<file path="src/rtl/value_ctrl_multi.sv">
// rtl/value_ctrl_multi.sv - NCH bounded values adjusted by debounced up/down/select keys with auto-repeat and host load
module value_ctrl_multi #(
    parameter int WIDTH        = 8,
    parameter int NCH          = 4,
    parameter int MIN          = 10,
    parameter int MAX          = 20,
    parameter int INIT         = 10,
    parameter int STEP         = 1,
    parameter int WRAP         = 1,
    parameter int DEBOUNCE_CYC = 50000,
    parameter int REPEAT_DLY   = 25000000,
    parameter int REPEAT_PER   = 5000000,
    parameter int CW           = (NCH > 1) ? $clog2(NCH) : 1
) (
    input  logic                   clk,
    input  logic                   rst_n,
    input  logic                   key_up,
    input  logic                   key_dn,
    input  logic                   key_sel,
    input  logic                   load_en,
    input  logic [CW-1:0]          load_ch,
    input  logic [WIDTH-1:0]       load_val,
    output logic [CW-1:0]          cur_ch,
    output logic [WIDTH-1:0]       out_value,
    output logic [NCH*WIDTH-1:0]   values,
    output logic                   changed
);

    localparam logic [WIDTH:0]   MIN_W    = (WIDTH+1)'(MIN);
    localparam logic [WIDTH:0]   MAX_W    = (WIDTH+1)'(MAX);
    localparam logic [WIDTH:0]   STEP_W   = (WIDTH+1)'(STEP);
    localparam logic [WIDTH-1:0] INIT_V   = WIDTH'(INIT);
    localparam logic [31:0]      DB_LAST  = 32'(DEBOUNCE_CYC - 1);
    localparam logic [31:0]      DLY_LAST = 32'(REPEAT_DLY - 1);
    localparam logic [31:0]      PER_LAST = 32'(REPEAT_PER - 1);
    localparam logic [CW:0]      NCH_W    = (CW+1)'(NCH);
    localparam logic [CW-1:0]    CH_LAST  = CW'(NCH - 1);

    // Key bit order: 0 = up, 1 = dn, 2 = sel; all levels active-low
    logic [2:0]  key_raw, sync1, sync2, deb, deb_d;
    logic [31:0] dcnt [3];
    logic [2:0]  press_ev, release_ev;

    assign key_raw    = {key_sel, key_dn, key_up};
    assign press_ev   = deb_d & ~deb;
    assign release_ev = ~deb_d & deb;

    always_ff @(posedge clk or negedge rst_n) begin
        if (!rst_n) begin
            sync1 <= '1;
            sync2 <= '1;
            deb   <= '1;
            deb_d <= '1;
            for (int k = 0; k < 3; k++) dcnt[k] <= '0;
        end else begin
            sync1 <= key_raw;
            sync2 <= sync1;
            deb_d <= deb;
            for (int k = 0; k < 3; k++) begin
                if (sync2[k] == deb[k]) begin
                    dcnt[k] <= '0;
                end else if (dcnt[k] == DB_LAST) begin
                    deb[k]  <= sync2[k];
                    dcnt[k] <= '0;
                end else begin
                    dcnt[k] <= dcnt[k] + 32'd1;
                end
            end
        end
    end

    typedef enum logic [1:0] {S_IDLE, S_WAIT, S_RPT} rpt_state_t;

    logic [1:0] step_ev;

    for (genvar g = 0; g < 2; g++) begin : g_rpt
        rpt_state_t  state, state_nxt;
        logic [31:0] cnt, cnt_nxt;
        logic        step_g;

        assign step_ev[g] = step_g;

        always_ff @(posedge clk or negedge rst_n) begin
            if (!rst_n) begin
                state <= S_IDLE;
                cnt   <= '0;
            end else begin
                state <= state_nxt;
                cnt   <= cnt_nxt;
            end
        end

        // Release wins over a same-cycle repeat emission
        always_comb begin
            state_nxt = state;
            cnt_nxt   = cnt;
            step_g    = 1'b0;
            if (release_ev[g]) begin
                state_nxt = S_IDLE;
                cnt_nxt   = '0;
            end else begin
                case (state)
                    S_IDLE: begin
                        if (press_ev[g]) begin
                            step_g  = 1'b1;
                            cnt_nxt = '0;
                            if (REPEAT_DLY != 0) state_nxt = S_WAIT;
                        end
                    end
                    S_WAIT: begin
                        if (cnt == DLY_LAST) begin
                            step_g    = 1'b1;
                            cnt_nxt   = '0;
                            state_nxt = S_RPT;
                        end else begin
                            cnt_nxt = cnt + 32'd1;
                        end
                    end
                    S_RPT: begin
                        if (cnt == PER_LAST) begin
                            step_g  = 1'b1;
                            cnt_nxt = '0;
                        end else begin
                            cnt_nxt = cnt + 32'd1;
                        end
                    end
                    default: state_nxt = S_IDLE;
                endcase
            end
        end
    end

    logic [WIDTH-1:0] vals     [NCH];
    logic [WIDTH-1:0] vals_nxt [NCH];
    logic [CW-1:0]    ch_nxt;
    logic [WIDTH:0]   cur_w, stepped, clamped;
    logic             do_up, do_dn, load_ok, any_diff;

    always_comb begin
        do_up   = step_ev[0] & ~step_ev[1];
        do_dn   = step_ev[1] & ~step_ev[0];
        cur_w   = {1'b0, vals[cur_ch]};
        stepped = cur_w;
        if (do_up) begin
            stepped = (cur_w + STEP_W > MAX_W) ? ((WRAP != 0) ? MIN_W : MAX_W) : cur_w + STEP_W;
        end else if (do_dn) begin
            stepped = (cur_w < MIN_W + STEP_W) ? ((WRAP != 0) ? MAX_W : MIN_W) : cur_w - STEP_W;
        end

        clamped = {1'b0, load_val};
        if (clamped < MIN_W)      clamped = MIN_W;
        else if (clamped > MAX_W) clamped = MAX_W;
        load_ok = load_en && ({1'b0, load_ch} < NCH_W);

        for (int i = 0; i < NCH; i++) vals_nxt[i] = vals[i];
        // Key step lands on the pre-advance channel; a load to the same channel overrides it
        if (do_up || do_dn) vals_nxt[cur_ch]  = stepped[WIDTH-1:0];
        if (load_ok)        vals_nxt[load_ch] = clamped[WIDTH-1:0];

        ch_nxt = cur_ch;
        if (press_ev[2]) ch_nxt = (cur_ch == CH_LAST) ? '0 : cur_ch + CW'(1);

        any_diff = 1'b0;
        for (int i = 0; i < NCH; i++) begin
            if (vals_nxt[i] != vals[i]) any_diff = 1'b1;
        end
    end

    always_ff @(posedge clk or negedge rst_n) begin
        if (!rst_n) begin
            for (int i = 0; i < NCH; i++) vals[i] <= INIT_V;
            cur_ch    <= '0;
            out_value <= INIT_V;
            changed   <= 1'b0;
        end else begin
            for (int i = 0; i < NCH; i++) vals[i] <= vals_nxt[i];
            cur_ch    <= ch_nxt;
            out_value <= vals_nxt[ch_nxt];
            changed   <= any_diff;
        end
    end

    always_comb begin
        values = '0;
        for (int i = 0; i < NCH; i++) values[i*WIDTH +: WIDTH] = vals[i];
    end

endmodule

</file>
<file path="config.mk">
export PLATFORM = sky130hd
export DESIGN_NAME = value_ctrl_multi
export DESIGN_NICKNAME = d
export VERILOG_FILES = /design/src/rtl/value_ctrl_multi.sv
export SDC_FILE = /design/constraint.sdc
export NUM_CORES = 1
export LEC_CHECK = 0
export CAP_MARGIN = 10
export CELL_PAD_IN_SITES_DETAIL_PLACEMENT = 1
export CELL_PAD_IN_SITES_GLOBAL_PLACEMENT = 2
export CORE_MARGIN = 2
export CORE_UTILIZATION = 30
export CTS_CLUSTER_SIZE = 24
export DETAILED_ROUTE_END_ITERATION = 10
export PLACE_DENSITY_LB_ADDON = 0.1
export SYNTH_ARGS = -nofsm -noshare
export SYNTH_HDL_FRONTEND = slang
export SYNTH_SLANG_ARGS = --single-unit
export TNS_END_PERCENT = 20
</file>
<file path="constraint.sdc">
create_clock -name clk -period 3.8 [get_ports clk]
set_input_delay 0.76 -clock clk [delete_from_list [all_inputs] [get_ports clk]]
set_output_delay 0.76 -clock clk [all_outputs]
set_load 0.02 [all_outputs]
</file>
==> metrics.csv <==
stage,metric,value,unit
cells_and_area,Area Overhead vs Synth,33.1,%
floorplan,Initial Utilization,30.2,%
routing,Vias/cell,5.19,
global_route,Total GRT Usage,19.8,%
worst_setup_path,Setup crit start kind,flip-flop,
routing,Pre-Repair DR Iteration Count,5,
timing,TNS Setup,-0.404,ns
routing,Post-Route WL,43.0,mm
global_route,largest net degree at the start of global routing,97,
yosys,Synth Instances,1409,
floorplan,io pins,59,
power_and_ir_drop,Power Dens Cells,363,nW/um2
yosys,YS warnings,0,
clock_network,Hold Buf Count CTS,0,
yosys,sequential area share after synthesis,43.6,%
cells_and_area,most frequent cells in the layout,"211 x buf_4, 209 x nor2_1, 197 x dfrtp_1, 145 x nand2_1, 91 x xor2_1",
routing,DRC viols,0,
floorplan,die footprint,43700,um2
timing,WHS,0.209,ns
outcome,status,"complete, but fails checks",
clock_network,CTS Buf Count,28,
timing,Slew Limit Headroom,44.0,%
cells_and_area,filler instances,4781,
placed_design,Final HPWL DP,31.0,mm
floorplan,num rows,75,
timing,"Hold Vio Cnt, Final",0,
yosys,Yosys top cell area share,39.1,%
cells_and_area,Reg area,5510,um2
outcome,failing checks,negative setup slack,
placed_design,Placed Area,15300,um2
cells_and_area,Multi-input gate area,7150,um2
yosys,Mapped Area,12600,um2
yosys,"FF+latch count, synth",219,
floorplan,core area,41800,um2
floorplan,Die Ht,209,um
worst_setup_path,Setup Crit Path Kind,reg -> reg,
placed_design,pre-CTS WS,-0.474,ns
cells_and_area,nets@finish,1705,
routing,Initial DRC Count,520,
yosys,"Net Count, Synth",1451,
worst_setup_path,"Arr. time, crit path",4.56,ns
timing,final period demand of the worst path,4.12,ns
timing,"Slew Viols, Final",0,
yosys,asr flop ratio synth,100,%
clock_network,worst skew pair latency,0.57,ns
timing,# setup viols final,4,
power_and_ir_drop,worst vdd ir,0.000315,V
cells_and_area,post-route cell area,16800,um2
clock_network,# clock sinks,219,
cells_and_area,share of layout cells above drive strength 1,22.7,%
floorplan,Die Wd,209,um
routing,via count,11500,
timing,Final Skew,0.0166,ns
global_route,vias in the first global route,12200,
placed_design,I/O Buffers,58,
global_route,initial antenna violation count,0,
timing,Worst Tran Pin Value,0.840,ns
yosys,syn_area_per_cell,8.96,um2
worst_hold_path,worst hold path class,in -> async,
routing,wire per inst,19.3,um
flow_run,max_cap viols,0,
clock_network,CTS tree,built,
clock_network,Clock Pin Slew Worst Setup and Hold Paths,0.06,ns
timing,Fmax,243,MHz
clock_network,Max H-tree Level,1,
timing,worst setup margin,-0.322,ns
power_and_ir_drop,Pleak,7.16,nW
clock_network,Clock Tree Buf Depth,3,
clock_network,CTS root buf,clkbuf_16,
timing,crit share post-route,108,%
yosys,number of synthesized flops with an enable pin,0,
global_route,first-pass GRT wire length,68.8,mm
yosys,top area cells in the synthesized netlist,"dfrtp_1 39%, xor2_1 6.5%, nor2_1 6.3%",
worst_setup_path,Critical Path RT,4.24,ns
global_route,Overflow after GRT,0,
yosys,Cell variety after synth,74,
cells_and_area,n_diodes,0,
worst_setup_path,CP max FO,3,
timing,RSZ-0062 raised after global routing,yes,
yosys,post-synth top area cell,dfrtp_1,
cells_and_area,"most common cell after layout, fill and taps aside",buf_4,
yosys,Post-synth top flop,dfrtp_1,
routing,post-route ant nets,0,
worst_setup_path,Crit. End Element,flip-flop,
placed_design,GPL Wtd Cong,0.891,
[worst paths after layout]
path                            cells past startpoint  slack [ns]                    startpoint                          end
worst max-delay path                               18       -0.32  g_rpt[1].cnt[27]$_DFFE_PN0P_            changed$_DFF_PN0_
worst min-delay path                                1        0.21                         rst_n  g_rpt[0].cnt[2]$_DFFE_PN0P_
worst max register to register                     18       -0.32  g_rpt[1].cnt[27]$_DFFE_PN0P_            changed$_DFF_PN0_
worst min register to register                      0        0.35            sync1[2]$_DFF_PN1_           sync2[2]$_DFF_PN1_
max in group asynchronous                           2        2.66                         rst_n           sync1[1]$_DFF_PN1_
min in group clk                                    0        0.35            sync1[2]$_DFF_PN1_           sync2[2]$_DFF_PN1_
[cell families after synthesis]
kind of cell | Yosys count | share of synthesized area (%)
AOI/OAI and AO/OA | 249 | 12.7
and+or+nand+nor | 655 | 25.0
adders and majority gates | 26 | 2.58
xor gates and xnor gates | 140 | 9.71
buffers and inverters | 88 | 2.80
DFF | 219 | 43.6
muxes | 32 | 3.60
[layout make-up]
| cell class | count | area share (%) |
|---|---|---|
| tap | 539 | 4.01 |
| timing repair buffer | 279 | 13.8 |
| inverter | 33 | 0.737 |
| clock buffer | 37 | 4.73 |
| sequential | 219 | 32.8 |
| multi-input combinational | 1102 | 42.6 |
| clock inverter | 15 | 1.31 |
[metrics by stage]
stage / total power [mW] / utilization, % / cells
after floorplan: 2.78 / - / 1409
after global placement: 3.16 / 36.7 / 2162
after detailed placement: 3.16 / 36.7 / 2162
after CTS: 6.18 / 39.5 / 2217
after global routing: 6.37 / 40.2 / 2224
final: 6.10 / 40.2 / 2224
[critical path: stages (launching register included)]
cell,delay (ns)
dfrtp_1,0.38
or4_4,0.55
nor3_4,0.13
nand4_1,0.17
nor2_2,0.17
nand2_1,0.08
a311oi_2,0.23
buf_4,0.18
ha_4,0.14
nand2b_1,0.11
o22a_1,0.21
or4_1,0.40
and3_4,0.20
a211oi_4,0.16
o2111ai_2,0.13
nor4_2,0.29
nand4b_1,0.16
nor3_2,0.17
nand4_1,0.11
[routing by layer]
layer  part of all wire, %  GRT usage (%)
met2                    46           32.2
met4                   2.3           5.42
met3                   4.0           2.77
met5                     0              0
met1                    47           27.6
[what timing repair did]
item                                    in CTS  in global routing
endpoints found under the setup margin      20                 28
setup buffers                                3                  7
resized for setup                           20                 58
pin swaps                                   16                 17
[cells in the mapped netlist (all sizes together) (26+ instances only)]
library cell	count
nor2	213
dfrtp	197
nand2	152
xor2	93
o21ai	77
nand3	61
a21oi	60
xnor2	47
clkbuf	46
nand4	41
and3	36
inv	32
nor4	29
nor3	27
ha	26
[power breakdown]
group	switching (mW)	total, mW	internal (mW)
registers	0.0581	2.45	2.40
logic	0.404	0.718	0.314
clock network	1.11	2.92	1.81
[sequential cells by signal, indices dropped and copies added, names as in the netlist]
name	count
deb_d	3
sync2	3
sync1	3
values	32
dcnt	96
g_rpt.state	4
changed	1
g_rpt.cnt	64
cur_ch	2
out_value	8
deb	3
(Power assumes the default switching activity.)
